`src/rtl/updw_pkg.sv`:
```
// Shared constants for the up/down counter direction controller.
package updw_pkg;

    // Count direction encoding seen by updw_cnt.
    localparam logic MODE_UP = 1'b1;
    localparam logic MODE_DN = 1'b0;

    // Debounce FSM encoding; bit 1 set means the accepted level is high.
    localparam logic [1:0] S_LO      = 2'd0;
    localparam logic [1:0] S_WAIT_HI = 2'd1;
    localparam logic [1:0] S_HI      = 2'd2;
    localparam logic [1:0] S_WAIT_LO = 2'd3;

endpackage : updw_pkg

```
`src/rtl/updw_mode_ctrl_debounce.sv`:
```
// Push-button conditioning: 2-flop synchronizer, debounce FSM and a
// registered one-cycle pulse on every accepted low-to-high transition.
module btn_debounce
    import updw_pkg::*;
#(
    parameter int unsigned DB_CYCLES = 1000000
) (
    input  logic i_clk,
    input  logic i_rstn,
    input  logic i_btn,
    output logic o_level,
    output logic o_rise
);

    localparam int unsigned CNT_W = $clog2(DB_CYCLES + 1);
    localparam logic [CNT_W-1:0] CNT_LAST = CNT_W'(DB_CYCLES - 1);

    logic [1:0]       sync_q;
    logic [1:0]       sync_d;
    logic             btn_s;
    logic [1:0]       state_q;
    logic [1:0]       state_d;
    logic [CNT_W-1:0] cnt_q;
    logic [CNT_W-1:0] cnt_d;
    logic             rise_q;
    logic             rise_d;
    logic             level_q;
    logic             level_d;

    // Shift the raw button into the synchronizer chain.
    always_comb begin
        sync_d = {sync_q[0], i_btn};
    end

    assign btn_s = sync_q[1];

    // Debounce next-state: a level change must hold for DB_CYCLES cycles.
    always_comb begin
        state_d = state_q;
        cnt_d   = cnt_q;
        rise_d  = 1'b0;
        case (state_q)
            S_LO: begin
                if (btn_s) begin
                    state_d = S_WAIT_HI;
                    cnt_d   = '0;
                end
            end
            S_WAIT_HI: begin
                if (!btn_s) begin
                    state_d = S_LO;
                end else if (cnt_q == CNT_LAST) begin
                    state_d = S_HI;
                    rise_d  = 1'b1;
                end else begin
                    cnt_d = cnt_q + CNT_W'(1);
                end
            end
            S_HI: begin
                if (!btn_s) begin
                    state_d = S_WAIT_LO;
                    cnt_d   = '0;
                end
            end
            default: begin
                if (btn_s) begin
                    state_d = S_HI;
                end else if (cnt_q == CNT_LAST) begin
                    state_d = S_LO;
                end else begin
                    cnt_d = cnt_q + CNT_W'(1);
                end
            end
        endcase
        level_d = (state_d == S_HI) || (state_d == S_WAIT_LO);
    end

    // State, counter and output registers.
    always_ff @(posedge i_clk or negedge i_rstn) begin
        if (!i_rstn) begin
            sync_q  <= 2'b00;
            state_q <= S_LO;
            cnt_q   <= '0;
            rise_q  <= 1'b0;
            level_q <= 1'b0;
        end else begin
            sync_q  <= sync_d;
            state_q <= state_d;
            cnt_q   <= cnt_d;
            rise_q  <= rise_d;
            level_q <= level_d;
        end
    end

    assign o_level = level_q;
    assign o_rise  = rise_q;

endmodule : btn_debounce

```
`src/rtl/updw_mode_ctrl.sv`:
```
// Direction controller for updw_cnt: manual toggle on debounced presses,
// or automatic ping-pong between 0 and UPBND.
module updw_mode_ctrl
    import updw_pkg::*;
#(
    parameter int unsigned UPBND     = 11,
    parameter int unsigned DB_CYCLES = 1000000,
    parameter logic        MODE_RST  = 1'b1
) (
    input  logic                         i_clk,
    input  logic                         i_rstn,
    input  logic                         i_btn,
    input  logic                         i_auto,
    input  logic [$clog2(UPBND+1)-1:0]   i_cnt,
    output logic                         o_mode,
    output logic                         o_btn_pulse,
    output logic                         o_dir_chg
);

    localparam int unsigned CNT_W = $clog2(UPBND + 1);
    // Flip one value early: the counter lands on the bound with the new mode.
    localparam logic [CNT_W-1:0] CNT_TURN_DN = CNT_W'(UPBND - 1);
    localparam logic [CNT_W-1:0] CNT_TURN_UP = CNT_W'(1);

    logic btn_level;
    logic btn_rise;
    logic mode_q;
    logic mode_d;
    logic dir_chg_q;
    logic dir_chg_d;

    btn_debounce #(
        .DB_CYCLES(DB_CYCLES)
    ) u_btn_debounce (
        .i_clk  (i_clk),
        .i_rstn (i_rstn),
        .i_btn  (i_btn),
        .o_level(btn_level),
        .o_rise (btn_rise)
    );

    // Next direction: bounds rule in auto mode, accepted press in manual mode.
    always_comb begin
        mode_d = mode_q;
        if (i_auto) begin
            if ((mode_q == MODE_UP) && (i_cnt == CNT_TURN_DN)) begin
                mode_d = MODE_DN;
            end else if ((mode_q == MODE_DN) && (i_cnt == CNT_TURN_UP)) begin
                mode_d = MODE_UP;
            end
        end else if (btn_rise && btn_level) begin
            mode_d = ~mode_q;
        end
        dir_chg_d = (mode_d != mode_q);
    end

    // Mode and direction-change registers.
    always_ff @(posedge i_clk or negedge i_rstn) begin
        if (!i_rstn) begin
            mode_q    <= MODE_RST;
            dir_chg_q <= 1'b0;
        end else begin
            mode_q    <= mode_d;
            dir_chg_q <= dir_chg_d;
        end
    end

    assign o_mode      = mode_q;
    assign o_btn_pulse = btn_rise;
    assign o_dir_chg   = dir_chg_q;

endmodule : updw_mode_ctrl
```
`config.mk`:
```
export PLATFORM = sky130hd
export DESIGN_NAME = updw_mode_ctrl
export DESIGN_NICKNAME = d
export VERILOG_FILES = /design/src/rtl/updw_pkg.sv /design/src/rtl/updw_mode_ctrl_debounce.sv /design/src/rtl/updw_mode_ctrl.sv
export SDC_FILE = /design/constraint.sdc
export NUM_CORES = 1
export LEC_CHECK = 0
export BUFFER_PORTS_ARGS = -buffer_cell sky130_fd_sc_hd__buf_2
export CAP_MARGIN = 20
export CORE_MARGIN = 10
export CORE_UTILIZATION = 33
export CTS_BUF_LIST = sky130_fd_sc_hd__clkbuf_4 sky130_fd_sc_hd__clkbuf_8
export CTS_CLUSTER_DIAMETER = 100
export DETAILED_ROUTE_END_ITERATION = 12
export GPL_TIMING_DRIVEN = 0
export PLACE_DENSITY = 0.46
export SYNTH_ARGS = -nofsm -noshare
export SYNTH_HDL_FRONTEND = slang
export SYNTH_SLANG_ARGS = --single-unit
```
`constraint.sdc`:
```
create_clock -name i_clk -period 3.45 [get_ports i_clk]
set_clock_uncertainty 0.1 [all_clocks]
set_input_delay 0.8625 -clock i_clk [delete_from_list [all_inputs] [get_ports i_clk]]
set_output_delay 0.8625 -clock i_clk [all_outputs]
set_load 0.05 [all_outputs]
```
==> impl_metrics.env, run 1 <==
export IMPL_worstSetupEndpointType="output pin"
export IMPL_fp_row_count=25
export IMPL_min_period_ns=2.11
export IMPL_routed_via_density=5.31
export IMPL_tns_ns=0
export IMPL_die_height_um=89.9
export IMPL_fmax_mhz=474
export IMPL_die_area_um2=8080
export IMPL_grt_pass1_wl_um=6080
export IMPL_wl_met2_um=1730
export IMPL_cts_setup_buffers=0
export IMPL_yosys_warnings=0
export IMPL_grt_ovfl_total=0
export IMPL_vdd_drop_max_mv=0.200
export IMPL_setup_ws_ns=1.34
export IMPL_clkPwrFrac=0.365
export IMPL_yosys_most_used_dff="dfrtp_1"
export IMPL_start_util=0.341
export IMPL_rr_worst_depth=8
export IMPL_met1_length_um=1700
export IMPL_crit_cells=1
export IMPL_rsz0062_at_grt="no"
export IMPL_top_layer="met4"
export IMPL_finalHoldViolations=0
export IMPL_fin_total_pwr_mw=0.716
export IMPL_cts_sinks=28
export IMPL_async_flop_share=1.00
export IMPL_routedWlPerCell_um=15.4
export IMPL_period_share=0.612
export IMPL_vias=1231
export IMPL_final_cell_area_um2=1820
export IMPL_switching_share=0.257
export IMPL_htreeDepth=1
export IMPL_power_density_nw_per_um2=394
export IMPL_worstPathArrival_ns=1.15
export IMPL_clk_path_buf_depth=2
export IMPL_dr_pass1_iters=4
export IMPL_io_buffers=10
export IMPL_wl_um=3570
export IMPL_synth_cell_types=47
export IMPL_drtAntennaViolNets=0
export IMPL_die_w_um=89.9
export IMPL_place_ws_ns=1.38
export IMPL_nNetsFinal=175
export IMPL_tightestPinTransition_ns=0.779
export IMPL_syn_avg_cell_area_um2=10.7
export IMPL_cp_top_family="flip-flops"
export IMPL_status="finished clean"
export IMPL_hpwl_um=2560
export IMPL_finalSetupViolations=0
export IMPL_cts_resized_gates=0
export IMPL_crit_type="reg -> out"
export IMPL_synth_top_area_frac=0.419
export IMPL_endpoint="o_mode"
export IMPL_antenna_found_initial=0
export IMPL_intPower_mw=0.532
export IMPL_routed_wl_met3_um=87
export IMPL_core_um2=4720
export IMPL_yosysSeqAreaShare=0.436
export IMPL_clk_insertion_delay_late_ns=0.28
export IMPL_cts_buffers=3
export IMPL_drive_gt1_frac=0.273
export IMPL_synth_nets=160
export IMPL_hold_buffers=0
export IMPL_crit_slowest_cell="dfstp_2"
export IMPL_max_slew_margin=0.477
export IMPL_n_antenna_cell=0
export IMPL_grt_start_max_net_pins=29
export IMPL_synth_edf_count=0
export IMPL_synthCells=151
export IMPL_startpoint_type="flop"
export IMPL_yosysTopAreaCell="dfrtp_1"
export IMPL_cts_tree="yes"
export IMPL_drcViolationCount=0
export IMPL_path_max_fanout=5
export IMPL_placedInstanceArea_um2=1750
export IMPL_worstPathCellList="buf_2"
export IMPL_root_buffer="clkbuf_8"
export IMPL_grt_pass1_vias=1194
export IMPL_r2r_slack_ns=1.34
export IMPL_synthTopCellsByArea="dfrtp_1, o31ai_2, nand2_1"
export IMPL_syn_to_final_growth_pct=12.7
export IMPL_ys_ff_latch=28
export IMPL_r2r_start="u_btn_debounce.cnt_q[0]$_DFFE_PN0P_"
export IMPL_worstReg2RegEnd="u_btn_debounce.cnt_q[16]$_DFFE_PN0P_"
export IMPL_slowest_delay_ns=0.59
export IMPL_p_comb_frac=0.125
export IMPL_drt_initial_drc_count=37
export IMPL_critPathBufInv=1
export IMPL_synth_area_um2=1610
export IMPL_grt_usage=0.0899
export IMPL_drv_slew=0
export IMPL_crit_path_start="o_mode$_DFF_PN1_"
export IMPL_seq_power_share=0.510
export IMPL_pin_count=11
export IMPL_worst_ep_required_time_ns=2.49
export IMPL_power_switching_mw=0.184
export IMPL_path_clk_slew_ns=0.10
export IMPL_max_cap_violations=0
export IMPL_hp_class="reg -> reg"
export IMPL_power_leakage_nw=0.749
export IMPL_gp_congestion=0.789
-- area by class of cell --
class	count	area (µm²)
Buffer	6	42.5
Sequential cell	28	702
Clock buffer	3	41.3
Clock inverter	1	30.0
Fill cell	465	2910
Multi-Input combinational cell	114	851
Tap cell	67	83.8
Timing Repair Buffer	10	50.0
Inverter	3	16.3
-- per-layer routing --
metal / vias to the layer above / GRT usage
li1: 595 / -
met1: 611 / 0.111
met2: 20 / 0.151
met3: 5 / 0.0158
met4: 0 / 0.0345
met5: - / 0
-- flip-flops by register name, indices dropped and copies added (netlist names) --
name and flops:
u_btn_debounce.o_level 1, o_mode 1, u_btn_debounce.state_q 2, u_btn_debounce.o_rise 1, u_btn_debounce.cnt_q 20, o_dir_chg 1, u_btn_debounce.sync_q 2
-- placed cells by master, fill, tap and decap left out, types with 2 or more instances in the layout --
cell      netlist  layout
a31oi_1         3       3
nand3_2         2       2
nor2_1          4       4
xnor2_1         2       2
and2_1          3       3
o31ai_1         3       3
o21ai_1        11      11
nand2b_1        2       2
a21oi_1         7       7
buf_2           1      11
a21o_1          2       2
nand2_1        19      19
dfrtp_1        27      27
mux2_2          2       2
inv_1           2       2
clkbuf_8        0       3
o21ai_0        10      10
a41oi_1         2       2
nor4_4          2       2
nand3_1         6       6
o31ai_2         8       8
o41ai_2         2       2
buf_4           2       2
clkbuf_1        2       2
a22o_1          2       2
nand4_1         2       2
nor3_1          2       2
-- power by group through the flow --
stage          sequential, mW  clock (mW)  combinational, mW
6_report                0.365       0.261             0.0896
5_1_grt                 0.368       0.285              0.101
4_1_cts                 0.365       0.276             0.0916
3_5_place_dp            0.372           0             0.0911
3_3_place_gp            0.370           0             0.0896
2_1_floorplan           0.382           0             0.0499
-- stage by stage --
step	instances	hold slack (ns)	util
final	232	0.257	0.385
after global routing	232	0.266	0.385
after CTS	232	0.260	0.385
after detailed placement	228	0.235	0.370
after global placement	228	0.233	0.370
after floorplan	151	0.231	-
-- cells in the mapped netlist, types with 2 or more instances --
master,n
nand2_1,19
inv_1,2
a22o_1,2
nor3_1,2
o21ai_0,10
nand3_2,2
nand3_1,6
mux2_2,2
and2_1,3
o21ai_1,11
nor4_4,2
a21oi_1,7
a31oi_1,3
a41oi_1,2
o31ai_1,3
o41ai_2,2
clkbuf_1,2
nand2b_1,2
a21o_1,2
xnor2_1,2
o31ai_2,8
dfrtp_1,27
nor2_1,4
buf_4,2
nand4_1,2
-- worst min-delay path by stage --
stage                                        from                                  to  slack, ns  cells after the start
2_1_floorplan  u_btn_debounce.sync_q[0]$_DFF_PN0_  u_btn_debounce.sync_q[1]$_DFF_PN0_       0.23                      0
3_3_place_gp   u_btn_debounce.sync_q[0]$_DFF_PN0_  u_btn_debounce.sync_q[1]$_DFF_PN0_       0.23                      0
3_5_place_dp   u_btn_debounce.sync_q[0]$_DFF_PN0_  u_btn_debounce.sync_q[1]$_DFF_PN0_       0.23                      0
4_1_cts        u_btn_debounce.sync_q[0]$_DFF_PN0_  u_btn_debounce.sync_q[1]$_DFF_PN0_       0.26                      0
5_1_grt        u_btn_debounce.sync_q[0]$_DFF_PN0_  u_btn_debounce.sync_q[1]$_DFF_PN0_       0.27                      0
6_report       u_btn_debounce.sync_q[0]$_DFF_PN0_  u_btn_debounce.sync_q[1]$_DFF_PN0_       0.26                      0
-- kinds of logic after synthesis --
kind of cell,after synthesis,share of synthesized area
fa+ha+maj,1,0.00776
xor+xnor,3,0.0163
mux,3,0.0202
simple gates,53,0.224
buf+inv,9,0.0365
compound gates,54,0.260
flops,28,0.436
Power figures use the tool's default switching activity.
==> run 2: changes to the inputs <==
Clock period 3.45 ns to 2 ns, I/O delays scaled along.
==> impl_metrics.env, run 2 (synthesized netlist as in run 1, its figures left out) <==
export IMPL_status="finished clean"
export IMPL_drv_slew=0
export IMPL_min_period_ns=1.91
export IMPL_placed_cells=228
export IMPL_endpoint="u_btn_debounce.cnt_q[16]$_DFFE_PN0P_"
export IMPL_hp_class="in -> async"
export IMPL_grt_ovfl_total=0
export IMPL_fp_row_count=25
export IMPL_fmax_mhz=525
export IMPL_pin_count=11
export IMPL_vias=1248
export IMPL_cts_buffers=3
export IMPL_power_leakage_nw=0.777
export IMPL_dr_pass1_iters=4
export IMPL_die_area_um2=8080
export IMPL_cts_tree="yes"
export IMPL_finalSetupViolations=0
export IMPL_path_max_fanout=10
export IMPL_max_cap_violations=0
export IMPL_max_slew_margin=0.559
export IMPL_grt_start_max_net_pins=29
export IMPL_htreeDepth=1
export IMPL_drtAntennaViolNets=0
export IMPL_crit_type="reg -> reg"
export IMPL_clk_insertion_delay_late_ns=0.28
export IMPL_grt_usage=0.0920
export IMPL_period_share=0.953
export IMPL_clk_path_buf_depth=2
export IMPL_rr_worst_depth=7
export IMPL_worstReg2RegEnd="u_btn_debounce.cnt_q[16]$_DFFE_PN0P_"
export IMPL_nNetsFinal=180
export IMPL_wl_um=3650
export IMPL_fin_worst_hold_slack_ns=0.144
export IMPL_core_um2=4720
export IMPL_hold_buffers=0
export IMPL_cts_sinks=28
export IMPL_r2r_start="u_btn_debounce.cnt_q[15]$_DFFE_PN0P_"
export IMPL_die_height_um=89.9
export IMPL_power_density_nw_per_um2=662
export IMPL_r2r_slack_ns=0.09
export IMPL_finalHoldViolations=0
export IMPL_start_util=0.341
export IMPL_tightestPinTransition_ns=0.661
export IMPL_multi_input_area_um2=893
export IMPL_crit_path_start="u_btn_debounce.cnt_q[15]$_DFFE_PN0P_"
export IMPL_routed_via_density=5.27
export IMPL_vdd_drop_max_mv=0.349
export IMPL_hpwl_um=2560
export IMPL_path_clk_slew_ns=0.10
export IMPL_regArea_um2=702
export IMPL_top_regs="u_btn_debounce.cnt_q (20), u_btn_debounce.state_q (2), u_btn_debounce.sync_q (2)"
export IMPL_largest_reg_flops=20
export IMPL_final_common_cell="dfrtp_1"
export IMPL_worst_ep_required_time_ns=2.06
export IMPL_syn_to_final_growth_pct=17.7
export IMPL_final_cell_mix="dfrtp_1, nand2_1, buf_2, o21ai_1, o21ai_0"
export IMPL_drt_initial_drc_count=42
export IMPL_tns_ns=0
export IMPL_grt_pass1_wl_um=6220
export IMPL_fillers=459
export IMPL_routedWlPerCell_um=15.4
export IMPL_worstSetupEndpointType="flop"
export IMPL_io_buffers=10
export IMPL_drcViolationCount=0
export IMPL_final_cells=237
export IMPL_worstPathArrival_ns=1.97
export IMPL_root_buffer="clkbuf_8"
export IMPL_grt_pass1_vias=1252
export IMPL_setup_ws_ns=0.0950
export IMPL_drive_gt1_frac=0.306
export IMPL_antenna_found_initial=0
export IMPL_die_w_um=89.9
export IMPL_fin_total_pwr_mw=1.26
export IMPL_regMostFlops="u_btn_debounce.cnt_q"
export IMPL_n_antenna_cell=0
export IMPL_place_ws_ns=-0.0730
export IMPL_gp_congestion=0.789
export IMPL_startpoint_type="flop"
[run 2: cell count changes in the layout (fill, tap and decap cells not counted)]
cell	previous run	this run
buf_4	2	7
ha_1	1	0
ha_4	0	1
nand3_2	2	1
nand3_4	0	1
nor3_2	1	0
nor3_4	0	1
nor4_2	1	0
nor4_4	2	3
xnor2_1	2	1
xnor2_2	0	1
[run 2: cell type report]
| class | instances | area share |
|---|---|---|
| buffer | 6 | 0.0224 |
| timing repair buffer | 15 | 0.0462 |
| clock buffer | 3 | 0.0218 |
| tap | 67 | 0.0442 |
| multi-input combinational | 114 | 0.471 |
| inverter | 3 | 0.00858 |
| clock inverter | 1 | 0.0158 |
| sequential | 28 | 0.370 |
[run 2: power by group]
part	switching, mW	leakage, nW	total [mW]	internal (mW)
sequential	0.0392	0.376	0.634	0.594
combinational	0.104	0.365	0.169	0.0648
clock	0.185	0.0357	0.453	0.268
[run 2: repair_timing]
item / CTS / global route
gates resized for setup: 2 / 4
setup buffers: 4 / 1
pin swaps: 1 / 2
endpoints found under the setup margin: 11 / 12
[run 2: worst min path at each step]
stage,start,end,slack (ns),depth (start not counted)
2_1_floorplan,i_rstn,o_dir_chg$_DFF_PN0_,0.10,0
3_3_place_gp,u_btn_debounce.sync_q[0]$_DFF_PN0_,u_btn_debounce.sync_q[1]$_DFF_PN0_,0.23,0
3_5_place_dp,u_btn_debounce.sync_q[0]$_DFF_PN0_,u_btn_debounce.sync_q[1]$_DFF_PN0_,0.23,0
4_1_cts,i_rstn,o_dir_chg$_DFF_PN0_,0.16,1
5_1_grt,i_rstn,u_btn_debounce.cnt_q[1]$_DFFE_PN0P_,0.19,1
6_report,i_rstn,u_btn_debounce.cnt_q[1]$_DFFE_PN0P_,0.14,1
[run 2: routing by layer]
layer / global-route usage / routed length [µm]
met2: 0.156 / 1780
met1: 0.111 / 1690
met5: 0 / 0
met4: 0.0385 / 63
met3: 0.0175 / 113
[run 2: critical path, cell delays in order, from the launching register on]
cell      delay [ns]
dfrtp_1         0.45
nand4b_1        0.28
nor4_4          0.28
a31o_4          0.26
inv_6           0.06
nand2_8         0.10
buf_8           0.17
o31ai_2         0.08
[run 2: stage by stage]
step / util / cell area, µm²
floorplan: - / 1610
global placement: 0.370 / 1750
detailed placement: 0.370 / 1750
CTS: 0.394 / 1860
global route: 0.402 / 1900
finish: 0.402 / 1900
==> run 3: changes to the inputs <==
==> constraint.sdc (replaced) <==
create_clock -name i_clk -period 2 [get_ports i_clk]
set_clock_uncertainty 0.1 [all_clocks]
set_input_delay 0.2 -clock i_clk [delete_from_list [all_inputs] [get_ports i_clk]]
set_output_delay 0.2 -clock i_clk [all_outputs]
set_load 0.05 [all_outputs]
==> impl_metrics.env, run 3 (synthesized netlist as in run 1, its figures left out) <==
export IMPL_status="finished clean"
export IMPL_htreeDepth=1
export IMPL_rr_worst_depth=7
export IMPL_finalHoldViolations=0
export IMPL_routed_via_density=5.22
export IMPL_drive_gt1_frac=0.302
export IMPL_nNetsFinal=182
export IMPL_grt_usage=0.0920
export IMPL_regMostFlops="u_btn_debounce.cnt_q"
export IMPL_placed_cells=228
export IMPL_path_max_fanout=10
export IMPL_syn_to_final_growth_pct=18.9
export IMPL_period_share=0.953
export IMPL_final_cells=239
export IMPL_die_height_um=89.9
export IMPL_clk_path_buf_depth=2
export IMPL_grt_start_max_net_pins=29
export IMPL_fillers=458
export IMPL_vias=1248
export IMPL_placedInstanceArea_um2=1750
export IMPL_path_clk_slew_ns=0.10
export IMPL_worst_ep_required_time_ns=2.06
export IMPL_min_period_ns=1.91
export IMPL_io_buffers=10
export IMPL_antenna_found_initial=0
export IMPL_vdd_drop_max_mv=0.349
export IMPL_max_slew_margin=0.564
export IMPL_busiest_layer="met2"
export IMPL_whs_path_depth=2
export IMPL_worst_hold_startpoint="i_auto"
export IMPL_tns_ns=0
export IMPL_top_regs="u_btn_debounce.cnt_q (20), u_btn_debounce.state_q (2), u_btn_debounce.sync_q (2)"
export IMPL_drv_slew=0
export IMPL_fp_row_count=25
export IMPL_cts_sinks=28
export IMPL_final_common_cell="dfrtp_1"
export IMPL_power_density_nw_per_um2=656
export IMPL_core_um2=4720
export IMPL_hold_end="o_mode$_DFF_PN1_"
export IMPL_gp_congestion=0.789
export IMPL_cts_buffers=3
export IMPL_die_w_um=89.9
export IMPL_r2r_start="u_btn_debounce.cnt_q[15]$_DFFE_PN0P_"
export IMPL_worstReg2RegEnd="u_btn_debounce.cnt_q[16]$_DFFE_PN0P_"
export IMPL_use_met3=0.0183
export IMPL_final_cell_area_um2=1920
export IMPL_start_util=0.341
export IMPL_final_cell_mix="dfrtp_1, nand2_1, buf_2, o21ai_1, o21ai_0"
export IMPL_gr_usage_met2=0.156
export IMPL_startpoint_type="flop"
export IMPL_grtUsageMet1=0.111
export IMPL_place_ws_ns=-0.0730
export IMPL_tightestPinTransition_ns=0.655
export IMPL_grt_pass1_wl_um=6240
export IMPL_root_buffer="clkbuf_8"
export IMPL_crit_type="reg -> reg"
export IMPL_cts_tree="yes"
export IMPL_fin_total_pwr_mw=1.26
export IMPL_n_antenna_cell=0
export IMPL_grt_ovfl_total=0
export IMPL_fmax_mhz=525
export IMPL_max_cap_violations=0
export IMPL_routedWlPerCell_um=15.3
export IMPL_clk_insertion_delay_late_ns=0.28
export IMPL_r2r_slack_ns=0.09
export IMPL_largest_reg_flops=20
export IMPL_finalSetupViolations=0
export IMPL_worstPathArrival_ns=1.97
export IMPL_drt_initial_drc_count=39
export IMPL_dr_pass1_iters=4
export IMPL_die_area_um2=8080
export IMPL_wl_um=3670
export IMPL_grt_pass1_vias=1261
export IMPL_worstSetupEndpointType="flop"
export IMPL_hpwl_um=2560
export IMPL_drtAntennaViolNets=0
export IMPL_pin_count=11
export IMPL_setup_ws_ns=0.0943
export IMPL_hp_class="in -> reg"
export IMPL_drcViolationCount=0
export IMPL_power_leakage_nw=0.786
[run 3: cell count changes in the layout (fill, tap and decap cells not counted)]
cell / previous run / this run
dlygate4sd3_1: 0 / 2
[run 3: repair_timing]
action                                  in CTS  in global routing
endpoints found under the hold margin       28                  0
resized for setup                            2                  4
endpoints found under the setup margin      11                 12
pin swaps                                    1                  2
hold buffers                                 2                  0
buffers inserted                             4                  1
[run 3: worst max-delay path, cell delays in order, from the launching register on]
cell and delay (ns):
dfrtp_1 0.45, nand4b_1 0.28, nor4_4 0.28, a31o_4 0.26, inv_6 0.06, nand2_8 0.10
buf_8 0.17, o31ai_2 0.08
[run 3: how the worst max path moves through the flow]
stage | start | to | slack, ns | cells past startpoint
global route | u_btn_debounce.cnt_q[15]$_DFFE_PN0P_ | u_btn_debounce.cnt_q[16]$_DFFE_PN0P_ | -0.0006 | 7
finish | u_btn_debounce.cnt_q[15]$_DFFE_PN0P_ | u_btn_debounce.cnt_q[16]$_DFFE_PN0P_ | 0.09 | 7
global placement | u_btn_debounce.cnt_q[0]$_DFFE_PN0P_ | u_btn_debounce.cnt_q[10]$_DFFE_PN0P_ | -0.07 | 8
CTS | u_btn_debounce.cnt_q[1]$_DFFE_PN0P_ | u_btn_debounce.cnt_q[16]$_DFFE_PN0P_ | 0.04 | 8
floorplan | u_btn_debounce.cnt_q[0]$_DFFE_PN0P_ | u_btn_debounce.cnt_q[10]$_DFFE_PN0P_ | 0.22 | 8
detailed placement | u_btn_debounce.cnt_q[0]$_DFFE_PN0P_ | u_btn_debounce.cnt_q[10]$_DFFE_PN0P_ | -0.07 | 8
[run 3: final cells by class]
class,instances,area (µm²),share of cell area
buffer,6,42.5,0.0222
clock buffer,3,41.3,0.0215
clock inverter,1,30.0,0.0157
inverter,3,16.3,0.00849
multi-input combinational,114,893,0.466
sequential,28,702,0.366
tap,67,83.8,0.0437
timing repair buffer,17,108,0.0561
[run 3: layer usage]
metal / part of all wire / vias to the layer above
li1: - / 611
met1: 0.47 / 608
met2: 0.48 / 21
met3: 0.032 / 8
met4: 0.017 / 0
met5: 0 / -
[run 3: per-stage QoR]
| stage | hold slack [ns] | util |
|---|---|---|
| after floorplan | -0.196 | - |
| after global placement | 0.166 | 0.370 |
| after detailed placement | 0.179 | 0.370 |
| after CTS | 0.00347 | 0.398 |
| after global routing | 0.0153 | 0.406 |
| final | 0.0145 | 0.406 |
[run 3: power by group]
part	total [mW]	leakage (nW)	internal [mW]	switching, mW
Clock	0.453	0.0357	0.268	0.185
Sequential	0.633	0.376	0.594	0.0388
Combinational	0.172	0.374	0.0674	0.104
Total	1.26	0.786	0.930	0.328
